--- config.mk ---
export PLATFORM = sky130hd
export DESIGN_NAME = register_file_mp
export DESIGN_NICKNAME = d
export VERILOG_FILES = /design/src/rtl/regfile_pkg.sv /design/src/rtl/register_file_mp_scoreboard.sv /design/src/rtl/register_file_mp.sv
export SDC_FILE = /design/constraint.sdc
export NUM_CORES = 1
export LEC_CHECK = 0
export BUFFER_PORTS_ARGS = -buffer_cell sky130_fd_sc_hd__buf_2
export CORE_UTILIZATION = 50
export DETAILED_ROUTE_END_ITERATION = 7
export PLACE_DENSITY = 0.66
export RECOVER_POWER = 50
export SETUP_SLACK_MARGIN = 0.3
export SLEW_MARGIN = 25
export SYNTH_ARGS = -nofsm -noshare
export SYNTH_HDL_FRONTEND = slang
export SYNTH_SLANG_ARGS = --single-unit
--- constraint.sdc ---
create_clock -name clock -period 6.06 [get_ports clock]
set_input_delay 0.606 -clock clock [delete_from_list [all_inputs] [get_ports clock]]
set_output_delay 0.606 -clock clock [all_outputs]
set_load 0.01 [all_outputs]
--- src/rtl/regfile_pkg.sv ---
// Shared types and helpers for the multi-port register file and its scoreboard.
package regfile_pkg;

    typedef enum logic {
        RF_CLEAR = 1'b0,
        RF_READY = 1'b1
    } rf_state_t;

    localparam int RF_ZERO_ADDR = 0;

    function automatic int rf_addr_width(input int nregs);
        return (nregs > 1) ? $clog2(nregs) : 1;
    endfunction

endpackage

--- src/rtl/register_file_mp_scoreboard.sv ---
// Busy-bit scoreboard: one pending-producer flag per architectural register,
// with per-port lookup masked by a same-cycle write when bypass is enabled.
module reg_scoreboard
    import regfile_pkg::*;
#(
    parameter int NREGS  = 32,
    parameter int NRD    = 2,
    parameter int BYPASS = 1,
    localparam int AW    = rf_addr_width(NREGS)
) (
    input  logic              clock,
    input  logic              reset,
    input  logic              ready,
    input  logic              issue_en,
    input  logic [AW-1:0]     issue_rd,
    input  logic              wr_en,
    input  logic [AW-1:0]     wr_addr,
    input  logic [NRD*AW-1:0] rd_addr,
    output logic [NRD-1:0]    rd_busy
);

    logic [NREGS-1:0] busy_q;
    logic [NREGS-1:0] busy_d;
    logic             issue_fire;
    logic             wr_fire;

    assign issue_fire = ready && issue_en && (issue_rd != AW'(RF_ZERO_ADDR));
    assign wr_fire    = ready && wr_en && (wr_addr != AW'(RF_ZERO_ADDR));

    // Set is applied after clear so a newly issued producer wins over a retiring one.
    always_comb begin
        busy_d = busy_q;
        if (wr_fire) begin
            busy_d[wr_addr] = 1'b0;
        end
        if (issue_fire) begin
            busy_d[issue_rd] = 1'b1;
        end
        busy_d[0] = 1'b0;
    end

    always_ff @(posedge clock) begin
        if (reset) begin
            busy_q <= '0;
        end else begin
            busy_q <= busy_d;
        end
    end

    for (genvar gi = 0; gi < NRD; gi++) begin : g_busy_port
        logic [AW-1:0] addr;
        logic          fwd_hit;
        assign addr        = rd_addr[gi*AW +: AW];
        assign fwd_hit     = (BYPASS != 0) && wr_fire && (addr == wr_addr);
        assign rd_busy[gi] = ready && busy_q[addr] && !fwd_hit;
    end

endmodule

--- src/rtl/register_file_mp.sv ---
// Multi-read-port register file with one write port, optional write bypass,
// busy-bit scoreboard and a post-reset clearing sweep gating the ready flag.
module register_file_mp
    import regfile_pkg::*;
#(
    parameter int XLEN   = 32,
    parameter int NREGS  = 32,
    parameter int NRD    = 2,
    parameter int BYPASS = 1,
    parameter int SWEEP  = 1,
    localparam int AW    = rf_addr_width(NREGS)
) (
    input  logic                clock,
    input  logic                reset,
    input  logic [NRD*AW-1:0]   rd_addr,
    output logic [NRD*XLEN-1:0] rd_data,
    output logic [NRD-1:0]      rd_busy,
    input  logic                wr_en,
    input  logic [AW-1:0]       wr_addr,
    input  logic [XLEN-1:0]     wr_data,
    input  logic                issue_en,
    input  logic [AW-1:0]       issue_rd,
    output logic                ready
);

    localparam int CW = AW + 1;
    localparam logic [CW-1:0] LAST_IDX = CW'(NREGS - 1);

    rf_state_t       state_q;
    rf_state_t       state_d;
    logic [CW-1:0]   cnt_q;
    logic [CW-1:0]   cnt_d;
    logic [XLEN-1:0] mem_q [NREGS];
    logic            wr_fire;

    assign ready   = (state_q == RF_READY);
    assign wr_fire = ready && wr_en && (wr_addr != AW'(RF_ZERO_ADDR));

    always_comb begin
        state_d = state_q;
        cnt_d   = cnt_q;
        case (state_q)
            RF_CLEAR: begin
                if (SWEEP != 0) begin
                    cnt_d = cnt_q + 1'b1;
                    if (cnt_q == LAST_IDX) begin
                        state_d = RF_READY;
                    end
                end else begin
                    state_d = RF_READY;
                end
            end
            RF_READY: state_d = RF_READY;
            default:  state_d = RF_CLEAR;
        endcase
    end

    always_ff @(posedge clock) begin
        if (reset) begin
            state_q <= RF_CLEAR;
            cnt_q   <= '0;
        end else begin
            state_q <= state_d;
            cnt_q   <= cnt_d;
        end
    end

    // Sweep clears one entry per cycle; the non-sweep build clears everything under reset.
    always_ff @(posedge clock) begin
        if (reset) begin
            if (SWEEP == 0) begin
                for (int i = 0; i < NREGS; i++) begin
                    mem_q[i] <= '0;
                end
            end
        end else if (!ready) begin
            if (SWEEP != 0) begin
                mem_q[cnt_q[AW-1:0]] <= '0;
            end
        end else if (wr_fire) begin
            mem_q[wr_addr] <= wr_data;
        end
    end

    for (genvar gi = 0; gi < NRD; gi++) begin : g_rd_port
        logic [AW-1:0] addr;
        assign addr = rd_addr[gi*AW +: AW];
        always_comb begin
            rd_data[gi*XLEN +: XLEN] = '0;
            if (ready && (addr != AW'(RF_ZERO_ADDR))) begin
                if ((BYPASS != 0) && wr_fire && (addr == wr_addr)) begin
                    rd_data[gi*XLEN +: XLEN] = wr_data;
                end else begin
                    rd_data[gi*XLEN +: XLEN] = mem_q[addr];
                end
            end
        end
    end

    reg_scoreboard #(
        .NREGS  (NREGS),
        .NRD    (NRD),
        .BYPASS (BYPASS)
    ) u_scoreboard (
        .clock    (clock),
        .reset    (reset),
        .ready    (ready),
        .issue_en (issue_en),
        .issue_rd (issue_rd),
        .wr_en    (wr_en),
        .wr_addr  (wr_addr),
        .rd_addr  (rd_addr),
        .rd_busy  (rd_busy)
    );

endmodule

==> results.json <==
{
  "yosys_warnings": 0,
  "drtIter0Drc": 4343,
  "grt_pass1_wl_um": 224000,
  "core_um2": 100000,
  "slowest_delay_ns": 1.75,
  "met3_length_um": 17100,
  "avgSynthCellArea_um2": 17.2,
  "maxUsedRoutingLayer": "met4",
  "r2r-start": "ready",
  "ys.flop_type": "edfxtp_1",
  "fillerInstances": 7524,
  "syn_area_um2": 50700,
  "async_flop_share_pct": 0,
  "cts_tree": "yes",
  "h-tree-depth": 3,
  "yosys.area.top_type": "edfxtp_1",
  "cp-start-kind": "flop",
  "netlist.area_leader.share_pct": 60.6,
  "finalWirelength_um": 156000,
  "die_x_um": 321,
  "tightest_slew_ns": 2.40,
  "ys_ff_latch": 1062,
  "clk_latency_ns": 0.71,
  "grt_max_degree": 112,
  "final_common_cell": "edfxtp_1",
  "drv_slew": 298,
  "drc": 0,
  "fin_ws_ns": 1.01,
  "synth_edf_count": 1024,
  "routedWlPerCell_um": 34.9,
  "yosysSeqAreaShare_pct": 62.1,
  "violations": "capacitance limit, slew limit",
  "grt_util_all_layers_pct": 30.4,
  "viasPerCell": 7.13,
  "synthTopCellsByArea": "edfxtp_1, mux4_2, mux2i_1",
  "io_buffers": 122,
  "worstPathArrival_ns": 5.41,
  "first_global_vias": 32500,
  "power.density_nw_per_um2": 277,
  "cts_root_buf": "clkbuf_16",
  "hold_path_class": "input port to flop",
  "initial_core_util_pct": 50.6,
  "drt_pass1_iterations": 6,
  "die-area_um2": 103000,
  "setup_viol": 0,
  "fmaxAchievable_mhz": 198,
  "worst-path-buf-inv": 1,
  "ir_worst_vdd_mv": 0.279,
  "synth.distinct_cells": 50,
  "clkTransAtPathRegs_ns": 0.06,
  "crit_family": "simple AND/OR/NAND/NOR gates",
  "wl_met2_um": 74600,
  "relSlewSlack_pct": -60.3,
  "period_minus_slack_ns": 5.05,
  "slowest_stage": "nor2_1",
  "placed_area_um2": 53300,
  "ant_nets": 0,
  "worst_hold_path.endpoint": "u_scoreboard.busy_q[7]",
  "nNetsFinal": 3085,
  "endpoint_kind": "flop",
  "status": "complete, but fails checks",
  "area_delta_synth_final_pct": 11.6,
  "worst-setup-path-type": "flop to flop",
  "rsz0062_at_grt": "false",
  "syn_nets": 3000,
  "post-place-cells": 4270,
  "holdBufCountCts": 0,
  "stdcell_count": 4475,
  "reg2reg_to": "mem_q[15][10]",
  "die_h_um": 321,
  "total_power_mw": 15.7,
  "cts.repair.resized": 0,
  "dpl.hpwl_um": 90900,
  "p_leak_nw": 17.5,
  "gp_congestion": 0.867,
  "post-cts-setup-buffers": 0,
  "postLayoutCellArea_um2": 56600,
  "max-cap-violations": 17,
  "pre_cts_slack_ns": 1.80,
  "numCtsBuffers": 109,
  "finClkSkew_ns": 0.0224,
  "reg2regPathDepth": 6,
  "hp-start": "issue_rd[3]",
  "ctsLongestPathBuffers": 3,
  "wl_met1_um": 56400,
  "rows": 116,
  "path_cells": "nand2_1 > a211o_1 > mux2_1 > nand2b_1 > nor2_1 > buf_4",
  "rrSetupSlack_ns": 1.01,
  "post-route-period-util_pct": 83.3,
  "route.vias.total": 31900,
  "mostFrequentLayoutCells": "edfxtp_1, mux4_2, mux2i_1",
  "overflow": 0,
  "crit_fanout": 17,
  "cts.sinks": 1062,
  "layout-drive-gt1-share_pct": 24.8,
  "synthCells": 2943,
  "antenna_found_initial": 3,
  "hold_viol": 0,
  "min_delay_path_depth": 4,
  "finalSetupTns_ns": 0,
  "worstPathRequired_ns": 6.42,
  "ioPinCount": 123
}
layer usage:
metal / GRT usage (%) / vias up
li1: - / 12700
met1: 40.0 / 16700
met2: 48.8 / 2078
met3: 5.57 / 444
met4: 15.0 / 0
met5: 0 / -
metrics by stage:
| step | hold slack, ns | util, % |
|---|---|---|
| 2_1_floorplan | 0.450 | - |
| 3_3_place_gp | 0.473 | 52.9 |
| 3_5_place_dp | 0.475 | 53.1 |
| 4_1_cts | 0.278 | 56.6 |
| 5_1_grt | 0.349 | 56.5 |
| 6_report | 0.310 | 56.5 |
registers in the layout (all words and copies together), names as in the netlist:
name and count:
ready 1, cnt_q 6, mem_q 1024, u_scoreboard.busy_q 31
power breakdown:
group	switching, mW	leakage, nW	internal, mW
Combinational	0.632	7.38	0.415
Sequential	0.0232	8.46	7.98
Clock	2.86	1.69	3.78
worst reg2reg max path, stage by stage (launching register included):
cell      delay (ns)
dfxtp_1         0.78
nand2_1         0.29
a211o_1         0.50
mux2_1          0.49
nand2b_1        0.32
nor2_1          1.75
buf_4           0.56
cells in the mapped netlist (all sizes together) (2+ instances only):
| cell type | instances |
|---|---|
| edfxtp | 1024 |
| mux2i | 368 |
| mux4 | 368 |
| a221oi | 160 |
| buf | 141 |
| a21oi | 130 |
| clkbuf | 107 |
| a22oi | 96 |
| nand2 | 74 |
| o21ai | 65 |
| a221o | 64 |
| o21bai | 64 |
| nor2 | 52 |
| nor2b | 43 |
| dfxtp | 38 |
| and2 | 36 |
| a211oi | 32 |
| nand3 | 11 |
| xnor2 | 11 |
| nand2b | 10 |
| nor3 | 9 |
| inv | 6 |
| nand4 | 4 |
| or2 | 3 |
| xor2 | 3 |
| a2111oi | 2 |
| a31oi | 2 |
| and3 | 2 |
| mux2 | 2 |
| nor3b | 2 |
| nor4b | 2 |
| o311ai | 2 |
| or3 | 2 |
worst max path at each step:
stage	cells after the start	endpoint	slack [ns]	from
2_1_floorplan	7	mem_q[21][0]	2.37	wr_addr[3]
3_3_place_gp	8	rd_data[54]	1.80	rd_addr[7]
3_5_place_dp	8	rd_data[55]	1.80	rd_addr[6]
4_1_cts	6	rd_data[22]	1.73	ready
5_1_grt	7	mem_q[30][9]	0.85	ready
6_report	6	mem_q[15][10]	1.01	ready
final cells by class:
class	count	area [um2]	area share, %
clock buffer	139	2880	5.09
multi-input combinational	1627	18300	32.2
inverter	6	23.8	0.0420
sequential	1062	31500	55.6
tap	1357	1700	3.00
timing repair buffer	222	1660	2.93
antenna	2	5.00	0.00884
clock inverter	60	592	1.05
cell families (layout without fill, tap and decap cells):
group / Yosys count / after routing / synth area share, %
xor gates and xnor gates: 14 / 14 / 0.242
and+or+nand+nor: 250 / 250 / 2.46
other: 0 / 2 / 0
buffers and inverters: 254 / 427 / 2.44
adders and majority gates: 1 / 1 / 0.0247
DFF: 1062 / 1062 / 62.1
muxes: 738 / 738 / 23.6
AOI/OAI and AO/OA: 624 / 624 / 9.09
Power figures use the tool's default switching activity.
